==> src/rtl/add_sub_seq_if.sv <==
// Handshake and data bundle for the block-serial adder/subtractor.
// The master side issues operands and start; the slave side returns status and result.
interface add_sub_seq_if #(
    parameter int WIDTH = 32
);
    logic             start;
    logic             op;
    logic [WIDTH-1:0] a;
    logic [WIDTH-1:0] b;
    logic             busy;
    logic             done;
    logic [WIDTH-1:0] sum;
    logic             cout;
    logic             ovf;
    logic             zero;

    modport master (
        output start, op, a, b,
        input  busy, done, sum, cout, ovf, zero
    );

    modport slave (
        input  start, op, a, b,
        output busy, done, sum, cout, ovf, zero
    );
endinterface

==> src/rtl/add_sub_seq.sv <==
// Block-serial WIDTH-bit adder/subtractor: BLOCK bits per RUN cycle, NBLK cycles per result,
// with carry, signed-overflow and zero flags reported alongside a one-cycle done pulse.
module add_sub_seq #(
    parameter int WIDTH = 32,
    parameter int BLOCK = 8
) (
    input  logic         clk,
    input  logic         rst,
    add_sub_seq_if.slave bus
);
    localparam int NBLK = WIDTH / BLOCK;
    localparam int IDXW = (NBLK > 1) ? $clog2(NBLK) : 1;

    localparam logic [1:0] IDLE = 2'd0;
    localparam logic [1:0] RUN  = 2'd1;
    localparam logic [1:0] DONE = 2'd2;

    logic [1:0]       state;
    logic [WIDTH-1:0] opa;
    logic [WIDTH-1:0] opb;
    logic [WIDTH-1:0] sum_q;
    logic             carry;
    logic             cout_q;
    logic             ovf_q;
    logic             zero_q;
    logic [IDXW-1:0]  idx;

    logic [BLOCK-1:0] a_blk;
    logic [BLOCK-1:0] b_blk;
    logic [BLOCK-1:0] s_blk;
    logic             c_blk;
    logic             msb_cin;
    logic             last;
    logic [WIDTH-1:0] sum_next;

    // Block select and slice write are done with a constant-index loop so every
    // part-select stays static regardless of the current block index.
    always_comb begin
        a_blk    = '0;
        b_blk    = '0;
        for (int unsigned i = 0; i < NBLK; i++) begin
            if (idx == IDXW'(i)) begin
                a_blk = opa[i*BLOCK +: BLOCK];
                b_blk = opb[i*BLOCK +: BLOCK];
            end
        end

        {c_blk, s_blk} = {1'b0, a_blk} + {1'b0, b_blk} + {{BLOCK{1'b0}}, carry};
        // Carry into the block MSB recovered from its sum bit and operand bits.
        msb_cin = s_blk[BLOCK-1] ^ a_blk[BLOCK-1] ^ b_blk[BLOCK-1];
        last    = (idx == IDXW'(NBLK - 1));

        sum_next = sum_q;
        for (int unsigned i = 0; i < NBLK; i++) begin
            if (idx == IDXW'(i)) begin
                sum_next[i*BLOCK +: BLOCK] = s_blk;
            end
        end
    end

    always_ff @(posedge clk) begin
        if (rst) begin
            state  <= IDLE;
            opa    <= '0;
            opb    <= '0;
            sum_q  <= '0;
            carry  <= 1'b0;
            cout_q <= 1'b0;
            ovf_q  <= 1'b0;
            zero_q <= 1'b0;
            idx    <= '0;
        end else begin
            case (state)
                IDLE, DONE: begin
                    if (bus.start) begin
                        opa   <= bus.a;
                        opb   <= bus.b ^ {WIDTH{bus.op}};
                        carry <= bus.op;
                        idx   <= '0;
                        sum_q <= '0;
                        state <= RUN;
                    end else begin
                        state <= IDLE;
                    end
                end
                RUN: begin
                    sum_q <= sum_next;
                    carry <= c_blk;
                    if (last) begin
                        idx    <= '0;
                        cout_q <= c_blk;
                        ovf_q  <= msb_cin ^ c_blk;
                        zero_q <= (sum_next == '0);
                        state  <= DONE;
                    end else begin
                        idx <= idx + IDXW'(1);
                    end
                end
                default: state <= IDLE;
            endcase
        end
    end

    assign bus.busy = (state == RUN);
    assign bus.done = (state == DONE);
    assign bus.sum  = sum_q;
    assign bus.cout = cout_q;
    assign bus.ovf  = ovf_q;
    assign bus.zero = zero_q;
endmodule

==> src/flat_wrapper.sv <==
// flat-port wrapper written by rule: the top's interface ports become plain ports
module add_sub_seq_flat 
#(
    parameter int WIDTH = 32,
    parameter int BLOCK = 8
)
  (clk, rst, bus_start, bus_op, bus_a, bus_b, bus_busy, bus_done, bus_sum, bus_cout, bus_ovf, bus_zero);
  add_sub_seq_if #(.WIDTH(WIDTH)) bus_i ();
  input  logic clk;
  input  logic rst;
  input wire logic [$bits(bus_i.start)-1:0] bus_start;
  input wire logic [$bits(bus_i.op)-1:0] bus_op;
  input wire logic [$bits(bus_i.a)-1:0] bus_a;
  input wire logic [$bits(bus_i.b)-1:0] bus_b;
  output wire logic [$bits(bus_i.busy)-1:0] bus_busy;
  output wire logic [$bits(bus_i.done)-1:0] bus_done;
  output wire logic [$bits(bus_i.sum)-1:0] bus_sum;
  output wire logic [$bits(bus_i.cout)-1:0] bus_cout;
  output wire logic [$bits(bus_i.ovf)-1:0] bus_ovf;
  output wire logic [$bits(bus_i.zero)-1:0] bus_zero;
  assign bus_i.start = bus_start;
  assign bus_i.op = bus_op;
  assign bus_i.a = bus_a;
  assign bus_i.b = bus_b;
  assign bus_busy = bus_i.busy;
  assign bus_done = bus_i.done;
  assign bus_sum = bus_i.sum;
  assign bus_cout = bus_i.cout;
  assign bus_ovf = bus_i.ovf;
  assign bus_zero = bus_i.zero;
  add_sub_seq #(.WIDTH(WIDTH), .BLOCK(BLOCK)) u_core (.clk(clk), .rst(rst), .bus(bus_i));
endmodule
==> config.mk <==
export PLATFORM = sky130hd
export DESIGN_NAME = add_sub_seq_flat
export DESIGN_NICKNAME = d
export VERILOG_FILES = /design/src/rtl/add_sub_seq_if.sv /design/src/rtl/add_sub_seq.sv /design/src/flat_wrapper.sv
export SDC_FILE = /design/constraint.sdc
export NUM_CORES = 1
export LEC_CHECK = 0
export ABC_AREA = 1
export ABC_CLOCK_PERIOD_IN_PS = 9750
export BUFFER_PORTS_ARGS = -buffer_cell sky130_fd_sc_hd__buf_2
export CORE_UTILIZATION = 57
export CTS_CLUSTER_DIAMETER = 200
export CTS_CLUSTER_SIZE = 25
export DETAILED_ROUTE_END_ITERATION = 8
export PLACE_DENSITY = 0.93
export SLEW_MARGIN = 20
export SYNTH_ARGS = -nofsm -noshare
export SYNTH_HDL_FRONTEND = slang
export SYNTH_SLANG_ARGS = --single-unit
==> constraint.sdc <==
create_clock -name clk -period 9.75 [get_ports clk]
set_clock_uncertainty 0.2 [all_clocks]
set_input_delay 0.4875 -clock clk [delete_from_list [all_inputs] [get_ports clk]]
set_output_delay 0.4875 -clock clk [all_outputs]
set_load 0.01 [all_outputs]
==> reports/summary.txt <==
setup bufs post-CTS: 0
final hold vios: 0
1st-pass router iterations: 5
VDD IR max: 0.00007675 V
share of the synthesized area in the top cell type: 38.47%
final WL: 13,320 µm
Reg-to-Reg Start: u_core.idx[1]$_SDFFE_PP0P_
final net count: 916
Setup crit end kind: flop
Synth area leader: dfxtp_1
Cell Count, Final, Fillers Out: 969
worst-skew pair later-pin latency: 370 ps
CTS tree: built
CTS HTree Levels: 3
R2R Path End: u_core.bus.zero$_SDFFE_PP0P_
fmax: 223.0 MHz
RSZ-0062 raised after global routing: false
syn_area_per_cell: 7.048 µm²
n_diodes: 0
Wirelength per Cell: 13.74 µm
TritonCTS buffer count: 9
Slew Limit Fails: 0
setup ws final: 5265 ps
HPWL after detailed placement: 9539 µm
Tcrit/Tclk final: 46.00%
vias in the first global route: 4,733
Die X: 99.45 µm
status: completed
Resized Gates After CTS: 0
CTS hold repair buffers: 0
Worst Path Required: 9850 ps
ranking of synthesized cells by area: dfxtp_1 38%, a21oi_1 8.9%, o21ai_0 8.8%, nand2_1 8.5%, nor2_1 6.5%
Setup CP Type: flop to flop
# rows: 35
Tot GR Track Use: 27.46%
R2R setup slack: 5270 ps
min cycle time layout: 4485 ps
Final ANT Viol Nets: 0
pre-CTS WS: 5387 ps
Die H: 99.45 µm
post-synthesis sequential area ratio: 38.47%
flops & latches, synth: 104
PortBufs: 104
GP Congestion: 0.8699
Worst Path Max Fanout: 28
Overflow after GRT: 0
Area growth syn-to-layout: 13.06%
DR vias: 5,360
mapped cell area: 5413 µm²
Min-Delay Path Class: input port to flop
Post-Place Cells: 953
Rel. slew slack: 26.99%
layout cells sized above 1: 18.93%
Slew @ Worst Pin: 1095 ps
final setup violation count: 0
Max clock buf depth: 2
Setup TNS: 0 ps
Iter 0 DRT Violations: 408
DRC: 0
final hold slack: 171.6 ps
YS warnings: 0
Leakage: 0.002732 µW
syn_nets: 849
initial cell density of the core: 58.58%
Core Footprint: 9240 µm²
Cells after Synth: 768
FILL cells: 807
worst hold stages: 3
Clock transition at path regs: 100 ps
arrival time worst endpoint: 4590 ps
R2R depth: 19
Hold EP: u_core.opa[12]$_SDFFE_PP0P_
PD cells: 171.7 nW/µm²
crit start category: flop
vias per std cell: 5.531
clk root buf: clkbuf_8
first-pass GRT wire length: 21,810 µm
largest net degree at the start of global routing: 96
die area: 9889 µm²
CTS Sinks: 104
Hold Startpoint: bus_a[12]
max-cap violation count: 0
Yosys cell types: 34
initial antenna violation count: 0
Ports: 105
==> synthesized netlist by cell type <==
cell and n:
buf_4 1, or2_2 15, o22ai_1 3, o21ai_1 4, o211ai_1 5, clkbuf_1 32, a2bb2oi_1 1, nand3_1 54
fa_1 2, a21oi_1 96, buf_1 3, inv_2 3, a31oi_1 2, clkbuf_8 1, nand2_1 122, buf_6 4
nand2_4 1, or2_1 6, o21ai_0 95, ha_1 11, nand3_2 1, o311ai_0 1, nand4_1 3, a21oi_4 1
dfxtp_1 104, buf_2 10, inv_4 3, nor2_4 1, nor2_1 94, nand2_2 9, inv_1 44, a22oi_1 3
xnor2_1 32, a21oi_2 1
==> placed cells by master (no fill, tap or decap), types with 2 or more instances in the layout <==
cell / count
inv_1: 43
nor2_1: 94
nand4_1: 3
dfxtp_1: 104
bufinv_16: 3
buf_4: 3
inv_4: 3
a31oi_1: 2
nand3_1: 54
o211ai_1: 5
o21ai_0: 95
ha_1: 11
a21oi_1: 96
clkbuf_8: 9
xnor2_1: 32
inv_2: 4
or2_2: 15
nand2_1: 122
a22oi_1: 3
fa_1: 2
or2_1: 6
o22ai_1: 3
nand2_2: 9
o21ai_1: 4
buf_2: 104
==> kinds of logic (layout without fill, tap and decap cells) <==
kind of cell	Yosys count	after routing	share of synthesized area, %
AO/OA/AOI/OAI	212	212	20.50
XOR/XNOR	32	32	5.178
adder cells (fa/ha/maj)	13	13	3.282
buffers and inverters	101	173	8.183
flip-flops	104	104	38.47
AND/OR/NAND/NOR	306	306	24.39
==> final cells by class <==
class	count	area, µm²	share of cell area (%)
flip-flops and latches	104	2082	34.02
well taps	129	161.4	2.638
clock buffers	9	123.9	2.024
repair buffers	107	543.0	8.873
clock inverters	7	126.4	2.065
inverters	50	195.2	3.190
multi-input cells	563	2888	47.19
==> state kept, by name (all words and copies together), names as in the netlist <==
name,count
u_core.bus.sum,32
u_core.opa,32
u_core.opb,32
u_core.idx,2
u_core.state,2
u_core.bus.cout,1
u_core.bus.ovf,1
u_core.bus.zero,1
u_core.carry,1
==> power breakdown <==
group	switching [µW]	internal, µW
registers	19.5	454
logic	158	91.8
clock network	153	174
total	331	720
==> critical path: stages (launching register included) <==
cell and delay, ps:
dfxtp_1 350, inv_1 90, ha_1 880, inv_4 230, o22ai_1 230, nand2_1 70, o211ai_1 80, o21ai_0 150
fa_1 490, fa_1 580, a21oi_1 110, nor2_1 180, nand2_1 70, nor2_1 130, nand3_1 80, nor2_1 130
nand3_1 80, nor2_1 120, nand2_1 70, a21oi_2 100
==> through the flow <==
step           util, %  cell area, µm²  power [µW]
6_report         66.23            6120        1051
5_1_grt          66.23            6120        1103
4_1_cts          66.23            6120        1045
3_5_place_dp     63.52            5869       725.7
3_3_place_gp     63.52            5869       716.5
2_1_floorplan        -            5413       663.2
==> worst max-delay path by stage <==
| stage | start | endpoint | slack (ps) |
|---|---|---|---|
| after detailed placement | u_core.idx[1]$_SDFFE_PP0P_ | u_core.bus.zero$_SDFFE_PP0P_ | 5390 |
| after global routing | u_core.idx[1]$_SDFFE_PP0P_ | u_core.bus.sum[6]$_SDFFE_PP0P_ | 4920 |
| after floorplan | u_core.idx[0]$_SDFFE_PP0P_ | u_core.bus.zero$_SDFFE_PP0P_ | 6120 |
| after CTS | u_core.idx[1]$_SDFFE_PP0P_ | u_core.bus.zero$_SDFFE_PP0P_ | 5380 |
| final | u_core.idx[1]$_SDFFE_PP0P_ | u_core.bus.zero$_SDFFE_PP0P_ | 5270 |
| after global placement | u_core.idx[1]$_SDFFE_PP0P_ | u_core.bus.zero$_SDFFE_PP0P_ | 5550 |
==> metal layers <==
layer,share of wire [%],global-route usage (%)
met1,45,36.55
met2,46,44.50
met3,7.1,4.919
met4,2.2,10.52
met5,0,0
(Power assumes the default switching activity.)
